===== src/rtl/md_sequencer.sv =====
// md_sequencer: RV32M multiply/divide sequencer for the EX stage.
// Registered multiply or 32-iteration restoring divide; md_stall holds the
// pipeline until the one-cycle md_valid strobe. flush aborts the op in flight.
// Optional macro MD_DIV_FASTPATH_EN: divide-by-zero and signed overflow skip
// the iterative loop and strobe one cycle after acceptance.
module md_sequencer #(
  parameter int unsigned XLEN = 32
) (
  input  logic            clk,
  input  logic            reset,
  input  logic            md_req,
  input  logic [2:0]      md_operation,
  input  logic [XLEN-1:0] rs1_val,
  input  logic [XLEN-1:0] rs2_val,
  input  logic            flush,
  output logic            md_stall,
  output logic            md_busy,
  output logic            md_valid,
  output logic [XLEN-1:0] md_result
);

  typedef enum logic [1:0] {IDLE, MUL, DIV, DONE} state_e;

  localparam logic [XLEN-1:0] INT_MIN = {1'b1, {(XLEN-1){1'b0}}};

  state_e          state_q, state_d;
  logic [1:0]      op_q, op_d;
  logic [XLEN-1:0] a_q, a_d, b_q, b_d;
  logic [XLEN-1:0] rem_q, rem_d, quo_q, quo_d;
  logic [XLEN-1:0] spres_q, spres_d, result_q, result_d;
  logic [5:0]      cnt_q, cnt_d;
  logic            qneg_q, qneg_d, rneg_q, rneg_d;
  logic            spec_q, spec_d, valid_q, valid_d;

  logic            div_signed, is_special;
  logic [XLEN-1:0] special_res, abs_a, abs_b;

  always_comb begin
    div_signed = ~md_operation[0];
    abs_a      = (div_signed && rs1_val[XLEN-1]) ? -rs1_val : rs1_val;
    abs_b      = (div_signed && rs2_val[XLEN-1]) ? -rs2_val : rs2_val;
    is_special = (rs2_val == '0) ||
                 (div_signed && (rs1_val == INT_MIN) && (rs2_val == '1));
    if (rs2_val == '0) special_res = md_operation[1] ? rs1_val : '1;
    else               special_res = md_operation[1] ? '0 : INT_MIN;
  end

  // Signed 33x33 product, computed as 64-bit operands pre-extended from bit 32.
  logic                a_sx, b_sx;
  logic [2*XLEN-1:0]   mul_a, mul_b, prod;

  always_comb begin
    a_sx  = (op_q != 2'b11) & a_q[XLEN-1];
    b_sx  = ~op_q[1] & b_q[XLEN-1];
    mul_a = {{XLEN{a_sx}}, a_q};
    mul_b = {{XLEN{b_sx}}, b_q};
    prod  = mul_a * mul_b;
  end

  // One restoring-divide iteration; the remainder always fits XLEN bits
  // after a successful subtract, so the low-order difference is exact.
  logic [XLEN:0]   rem_sh;
  logic            step_ok;
  logic [XLEN-1:0] step_rem, step_quo, quo_fix, rem_fix;

  always_comb begin
    rem_sh   = {rem_q, quo_q[XLEN-1]};
    step_ok  = rem_sh >= {1'b0, b_q};
    step_rem = step_ok ? (rem_sh[XLEN-1:0] - b_q) : rem_sh[XLEN-1:0];
    step_quo = {quo_q[XLEN-2:0], step_ok};
    quo_fix  = qneg_q ? -step_quo : step_quo;
    rem_fix  = rneg_q ? -step_rem : step_rem;
  end

  always_comb begin
    state_d  = state_q;
    op_d     = op_q;
    a_d      = a_q;
    b_d      = b_q;
    rem_d    = rem_q;
    quo_d    = quo_q;
    cnt_d    = cnt_q;
    qneg_d   = qneg_q;
    rneg_d   = rneg_q;
    spec_d   = spec_q;
    spres_d  = spres_q;
    valid_d  = 1'b0;
    result_d = result_q;

    unique case (state_q)
      IDLE: begin
        if (md_req && !flush) begin
          op_d = md_operation[1:0];
          a_d  = rs1_val;
          b_d  = rs2_val;
          if (!md_operation[2]) begin
            state_d = MUL;
          end else begin
            spec_d  = is_special;
            spres_d = special_res;
`ifdef MD_DIV_FASTPATH_EN
            if (is_special) begin
              result_d = special_res;
              valid_d  = 1'b1;
              state_d  = DONE;
            end else
`endif
            begin
              quo_d   = abs_a;
              b_d     = abs_b;
              qneg_d  = div_signed & (rs1_val[XLEN-1] ^ rs2_val[XLEN-1]);
              rneg_d  = div_signed & rs1_val[XLEN-1];
              rem_d   = '0;
              cnt_d   = '0;
              state_d = DIV;
            end
          end
        end
      end
      MUL: begin
        result_d = (op_q == 2'b00) ? prod[XLEN-1:0] : prod[2*XLEN-1:XLEN];
        valid_d  = 1'b1;
        state_d  = DONE;
      end
      DIV: begin
        rem_d = step_rem;
        quo_d = step_quo;
        cnt_d = cnt_q + 6'd1;
        if (cnt_q == 6'd31) begin
          // Special cases that ran the full loop still report the exact value.
          if (spec_q)       result_d = spres_q;
          else if (op_q[1]) result_d = rem_fix;
          else              result_d = quo_fix;
          valid_d = 1'b1;
          state_d = DONE;
        end
      end
      DONE: begin
        state_d = IDLE;
      end
    endcase

    if (flush) begin
      state_d  = IDLE;
      valid_d  = 1'b0;
      result_d = result_q;
    end
  end

  always_ff @(posedge clk) begin
    if (reset) begin
      state_q  <= IDLE;
      op_q     <= '0;
      a_q      <= '0;
      b_q      <= '0;
      rem_q    <= '0;
      quo_q    <= '0;
      cnt_q    <= '0;
      qneg_q   <= 1'b0;
      rneg_q   <= 1'b0;
      spec_q   <= 1'b0;
      spres_q  <= '0;
      valid_q  <= 1'b0;
      result_q <= '0;
    end else begin
      state_q  <= state_d;
      op_q     <= op_d;
      a_q      <= a_d;
      b_q      <= b_d;
      rem_q    <= rem_d;
      quo_q    <= quo_d;
      cnt_q    <= cnt_d;
      qneg_q   <= qneg_d;
      rneg_q   <= rneg_d;
      spec_q   <= spec_d;
      spres_q  <= spres_d;
      valid_q  <= valid_d;
      result_q <= result_d;
    end
  end

  assign md_stall  = md_req & ~flush & ~valid_q;
  assign md_busy   = (state_q != IDLE);
  assign md_valid  = valid_q;
  assign md_result = result_q;

endmodule

===== config.mk =====
export PLATFORM = sky130hd
export DESIGN_NAME = md_sequencer
export DESIGN_NICKNAME = d
export VERILOG_FILES = /design/src/rtl/md_sequencer.sv
export SDC_FILE = /design/constraint.sdc
export NUM_CORES = 2
export LEC_CHECK = 0
export ABC_AREA = 1
export BUFFER_PORTS_ARGS = -buffer_cell sky130_fd_sc_hd__buf_2
export CORE_UTILIZATION = 35
export DETAILED_ROUTE_END_ITERATION = 8
export GPL_ROUTABILITY_DRIVEN = 1
export PLACE_DENSITY = 0.49
export SYNTH_ARGS = -nofsm -noshare
export SYNTH_HDL_FRONTEND = slang
export SYNTH_SLANG_ARGS = --single-unit
export TNS_END_PERCENT = 10

===== constraint.sdc =====
create_clock -name clk -period 8.8 [get_ports clk]
set_input_delay 0.44 -clock clk [delete_from_list [all_inputs] [get_ports clk]]
set_output_delay 0.44 -clock clk [all_outputs]
set_load 0.005 [all_outputs]

---- Word level (Yosys, flattened, before mapping) ----
Cells that the tools add are included.
cells by class
  add/sub/neg operators ................... 6
  equality and inequality tests ........... 10
  mux-type cells .......................... 29
  reduce and logical (&&, ||, !) cells .... 19
  multipliers ............................. 1
  bitwise operators ....................... 11
  $lt $le $gt $ge ......................... 1
operators by type and width
  cell                                                              number
  32-bit 2-to-1 mux                                                 17
  32-bit case mux with 2 select lines                               3
  32-bit negation                                                   4
  32-bit == test (second input constant)                            2
  33-bit by 33-bit multiplier with 64-bit output                    1
  33-bit by 32-bit greater-or-equal comparator with 1-bit output    1
  32-bit zero test                                                  1
  32-bit subtractor                                                 1
  6-bit 2-to-1 mux                                                  2
  6-bit case mux with 2 select lines                                1
  3-bit AND reduction                                               3
  2-bit != test (second input constant)                             4
  2-bit case mux with 4 select lines                                1
  6-bit by 1-bit adder with 6-bit output (second input constant)    1
  1-bit bitwise AND                                                 6
  6-bit by 5-bit == test with 1-bit output (second input constant)  1
  2-bit 2-to-1 mux                                                  3
  2-bit nonzero test                                                3
  1-bit logical AND                                                 5
  2-bit == test (second input constant)                             2
  2-bit zero test                                                   2
  1-bit inverter                                                    4
  2-bit AND reduction                                               2
  2-bit by 1-bit == test with 1-bit output (second input constant)  1
  6 further kinds                                                   6
storage, ports and cells
  output and inout port bits .............. 35
  bits of input ports ..................... 71
  register bits ........................... 206

---- Depth between registers and ports, before layout ----
  depth in word-level cells ............... 8
  mapped depth ............................ 36

---- Least setup slack after synthesis ----
No wires, ideal clock.
  kind .................................... reg2reg
  from .................................... reg op_q[1]
  to ...................................... reg result_q[31] (netlist: md_result[31])
  cell stages (with the launch flop) ...... 34
  clock period less this slack ............ 8.260 ns
  arrival time ............................ 8.141 ns
  buffers on the path ..................... 2
  slack ................................... 0.540 ns
  required time ........................... 8.681 ns
  setup time .............................. 0.119 ns
  path through ............................ dfxtp_1 > clkbuf_1 > nand2_1 > nand2_1 > clkbuf_1 > nor2_1 > fa_1 > inv_1 > fa_1 > inv_1 > fa_1 > inv_1 > fa_1 > inv_1 > fa_1 > fa_1 > fa_1 > inv_1 > fa_1 > inv_1 > ha_1 > a21oi_1 > inv_1 > a31oi_1 > o21ai_0 > nand2_1 > o311ai_0 > a31o_2 > nor2_1 > nand2_1 > nand2_1 > o21ai_0 > a21oi_1 > a21oi_1
on the way
  cells in the longest elaborated chain, start to end .. 5
  elaborated cells on any way between the ends .. 11
  classes of those cells .................. mul: 1; eq/ne: 1; mux: 5; bitwise: 3; reduce/logical: 1
ends and longest elaborated chain
  element                                                 RTL line  text
  start, declared                                         27        logic [1:0] op_q, op_d;
  start signal, assigned                                  167       op_q <= op_d;
  2-bit != test / 1-bit inverter (equally long branches)  53, 54
  1-bit bitwise AND, on equally long branches             53, 54
  33-bit by 33-bit multiplier with 64-bit output          57        prod = mul_a * mul_b;
  32-bit 2-to-1 mux                                       121       result_d = (op_q == 2'b00) ? prod[XLEN-1:0] : prod[2*XLEN-1:XLEN];
  32-bit case mux with 2 select lines (*)                 90        unique case (state_q)
  end signal, assigned                                    178       result_q <= result_d;
  end, declared                                           30        logic [XLEN-1:0] spres_q, spres_d, result_q, result_d;
Every way passes the cells marked *; elsewhere a longest branch is shown, timed or not. The select of a mux whose other input is x is not followed.
A chain may end at the register's enable or synchronous reset.

---- Worst setup path in the final report ----
  from .................................... reg b_q[6]
  to ...................................... reg result_q[7] (netlist: md_result[7])
on the way
  cells in the longest elaborated chain, start to end .. 8
  elaborated cells on any way between the ends .. 13
  classes of those cells .................. add/sub: 3; mul: 1; order compare: 1; mux: 8
ends and longest elaborated chain
  element                                                                                                     RTL line  text
  start, declared                                                                                             28        logic [XLEN-1:0] a_q, a_d, b_q, b_d;
  start signal, assigned                                                                                      155       b_q <= '0;
  start signal, assigned                                                                                      169       b_q <= b_d;
  32-bit subtractor / 33-bit by 32-bit greater-or-equal comparator with 1-bit output (equally long branches)  69, 68
  32-bit 2-to-1 mux                                                                                           69        step_rem = step_ok ? (rem_sh[XLEN-1:0] - b_q) : rem_sh[XLEN-1:0];
  32-bit negation                                                                                             72        rem_fix = rneg_q ? -step_rem : step_rem;
  32-bit 2-to-1 mux                                                                                           72
  32-bit 2-to-1 mux                                                                                           132       else if (op_q[1]) result_d = rem_fix;
  32-bit 2-to-1 mux                                                                                           131       if (spec_q) result_d = spres_q;
  32-bit 2-to-1 mux                                                                                           129       if (cnt_q == 6'd31) begin
  32-bit case mux with 2 select lines (*)                                                                     90
Marked as above.

==> flow_metrics.tcl <==
set metrics [dict create \
    internal_power_mw 3.56 \
    final-hold-violation-count 0 \
    vias 45600 \
    firstDrtPassIters 5 \
    critPathCaptureType "register" \
    hold_depth 2 \
    worst_pin_slew_ns 1.10 \
    use_met3 0.0330 \
    period_minus_slack_ns 8.34 \
    yosys_warnings 0 \
    regToRegSetupSlack_ns 0.46 \
    timing.rr.start "b_q[6]" \
    maxCapViolations 0 \
    die_y_microns 394 \
    final_util 0.383 \
    cts_resized 0 \
    min-delay-start "md_operation[1]" \
    r2r-end "md_result[7]" \
    postPlaceCellArea_sq_um 57200 \
    fillers 16200 \
    hold_path_class "input pin to register" \
    routedWlPerCell_microns 20.8 \
    top_usage_layer "met2" \
    diodes 0 \
    synth_cell_types 50 \
    first_iter_violations 3181 \
    grt_pass1_vias 47900 \
    leakage_nw 31.2 \
    grt_setup_unrepaired "no" \
    path_class "register to register" \
    reg2regPathDepth 28 \
    crit_path_frequent_cell "fa_1" \
    initial_utilization 0.353 \
    grt_max_degree 82 \
    clk_path_buf_depth 3 \
    seq_area_sq_um 4150 \
    critical_path.max_fanout 18 \
    cts-root-buf "clkbuf_16" \
    portBuffers 105 \
    place_congestion 0.948 \
    pre_cts_ws_ns 0.369 \
    synth.avg_cell_area_sq_um 7.44 \
    status "finished clean" \
    clock_latency_ns 0.60 \
    cts_made_buffers 25 \
    drt-total-wl_microns 192000 \
    yosysTopAreaCell "fa_1" \
    dp.cells 9175 \
    power_frac_seq 0.142 \
    syn_inst 7216 \
    io_pins 106 \
    holdWs_ns 0.0946 \
    vias_per_cell 4.94 \
    fin_setup_tns_ns 0 \
    ys_seq_area_frac 0.0768 \
    clk_pin_slew_worst_paths_ns 0.07 \
    ys_top_cells_by_area "fa_1, nand2_1, inv_1" \
    drtAntennaViolNets 0 \
    met1_usage 0.331 \
    ys_async_sr_fraction 0 \
    start_kind "register" \
    nNetsFinal 8622 \
    dieWidth_microns 394 \
    p_switching_mw 4.11 \
    min_to "spres_q[31]" \
    power_density_nw_per_um2 132 \
    cts_tree "done" \
    coreArea_sq_um 152000 \
    swShare 0.536 \
    comb_power_share 0.696 \
    ys.flop_type "dfxtp_1" \
    dp_hpwl_microns 161000 \
    use_met2 0.423 \
    cts.sinks 206 \
    yosysMostFrequentCell "nand2_1" \
    synth_top_area_share 0.420 \
    grt-ovfl-total 0 \
    slew_headroom 0.268 \
    syn-cell-area_sq_um 53700 \
    ir_worst_vdd_uv 132 \
    fin_cells 9221 \
    arrival_ns 8.81 \
    finalCritPeriodShare 0.948 \
    cts_hold_buf 0 \
    slowest_delay_ns 0.63 \
    drive_above_1_share 0.0676 \
    fmax_mhz 120 \
    fin_area_sq_um 58200 \
    p_total_mw 7.67 \
    core.rowCount 143 \
    synth_edf_count 0 \
    finalSetupViolCount 0 \
    skew_ns 0.0249 \
    maxSlewViolCount 0 \
    syn-num-nets 8666 \
    clkPwrFrac 0.161 \
    dieArea_sq_um 155000 \
    ys_ff_latch 206 \
    syn2layout_area_growth_pct 8.35 \
    track_usage 0.251 \
    slowest_stage "dfxtp_2" \
    grt_first_pass_wirelength_microns 297000 \
    h-tree-depth 1 \
    antenna_found_initial 5 \
    synth_common_cells "nand2_1, inv_1, fa_1, nor2_1, clkbuf_1" \
    multiInputGateArea_sq_um 41400 \
    cp.required_ns 9.27 \
    cts_setup_buffers 0 \
    setup_slack_ns 0.462 \
    drc 0 \
]
==> metal layers <==
layer  vias up  routed length (microns)
li1      21100                        -
met1     23000                    82700
met2      1218                    91200
met3       246                    10400
met4         6                     7390
met5         -                       46
==> worst max-delay path: cells and delay by family, from the launching register on <==
kind / cells / cell delay [ns]
fa+ha+maj: 9 / 4.41
compound gates: 10 / 2.41
buf+inv: 7 / 0.55
flops: 1 / 0.63
simple gates: 2 / 0.20
==> logic make-up after synthesis <==
group           count (synthesis)  share of synthesized area
compound gates                793                     0.0820
xor+xnor                       96                     0.0157
fa+ha+maj                    1379                      0.479
buf+inv                      2184                      0.154
flops                         206                     0.0768
simple gates                 2558                      0.193
==> flip-flops by register name (all words and copies together), names as in the netlist <==
signal and flops:
a_q 32, b_q 32, cnt_q 6, md_result 32, md_valid 1, op_q 2, qneg_q 1, quo_q 32
rem_q 32, rneg_q 1, spec_q 1, spres_q 32, state_q 2
==> final cells by class <==
type                            count  area share
Clock inverter                     13     0.00366
Tap cell                         2030      0.0437
Multi-Input combinational cell   4826       0.711
Sequential cell                   206      0.0714
Timing Repair Buffer              307      0.0409
Clock buffer                       33      0.0125
Inverter                         1806       0.117
==> worst max-delay path by stage <==
| stage | end | start | slack, ns |
|---|---|---|---|
| 4_1_cts | md_result[20] | a_q[19] | 0.33 |
| 3_5_place_dp | md_result[6] | a_q[19] | 0.37 |
| 6_report | md_result[7] | b_q[6] | 0.46 |
| 5_1_grt | md_result[25] | op_q[0] | 0.03 |
| 3_3_place_gp | md_result[20] | a_q[19] | 0.34 |
| 2_1_floorplan | md_result[31] | op_q[1] | 0.54 |
==> power groups by stage <==
stage	logic, mW	registers (mW)	clock network (mW)
final	5.34	1.09	1.24
after global routing	6.00	1.10	1.29
after CTS	5.37	1.09	1.26
after detailed placement	5.32	1.11	0
after global placement	5.34	1.11	0
after floorplan	3.42	1.01	0
==> cells in the final DEF, fill, tap and decap left out, types with 55 or more instances in the layout <==
cell,n
a31oi_1,56
buf_2,104
a21oi_1,341
ha_1,253
nand3_1,191
o211ai_1,56
nand2_1,1805
o21ai_0,251
inv_1,1789
buf_4,176
nor2_1,352
fa_1,1125
dfxtp_1,192
xor2_1,55
Power figures use the tool's default switching activity.
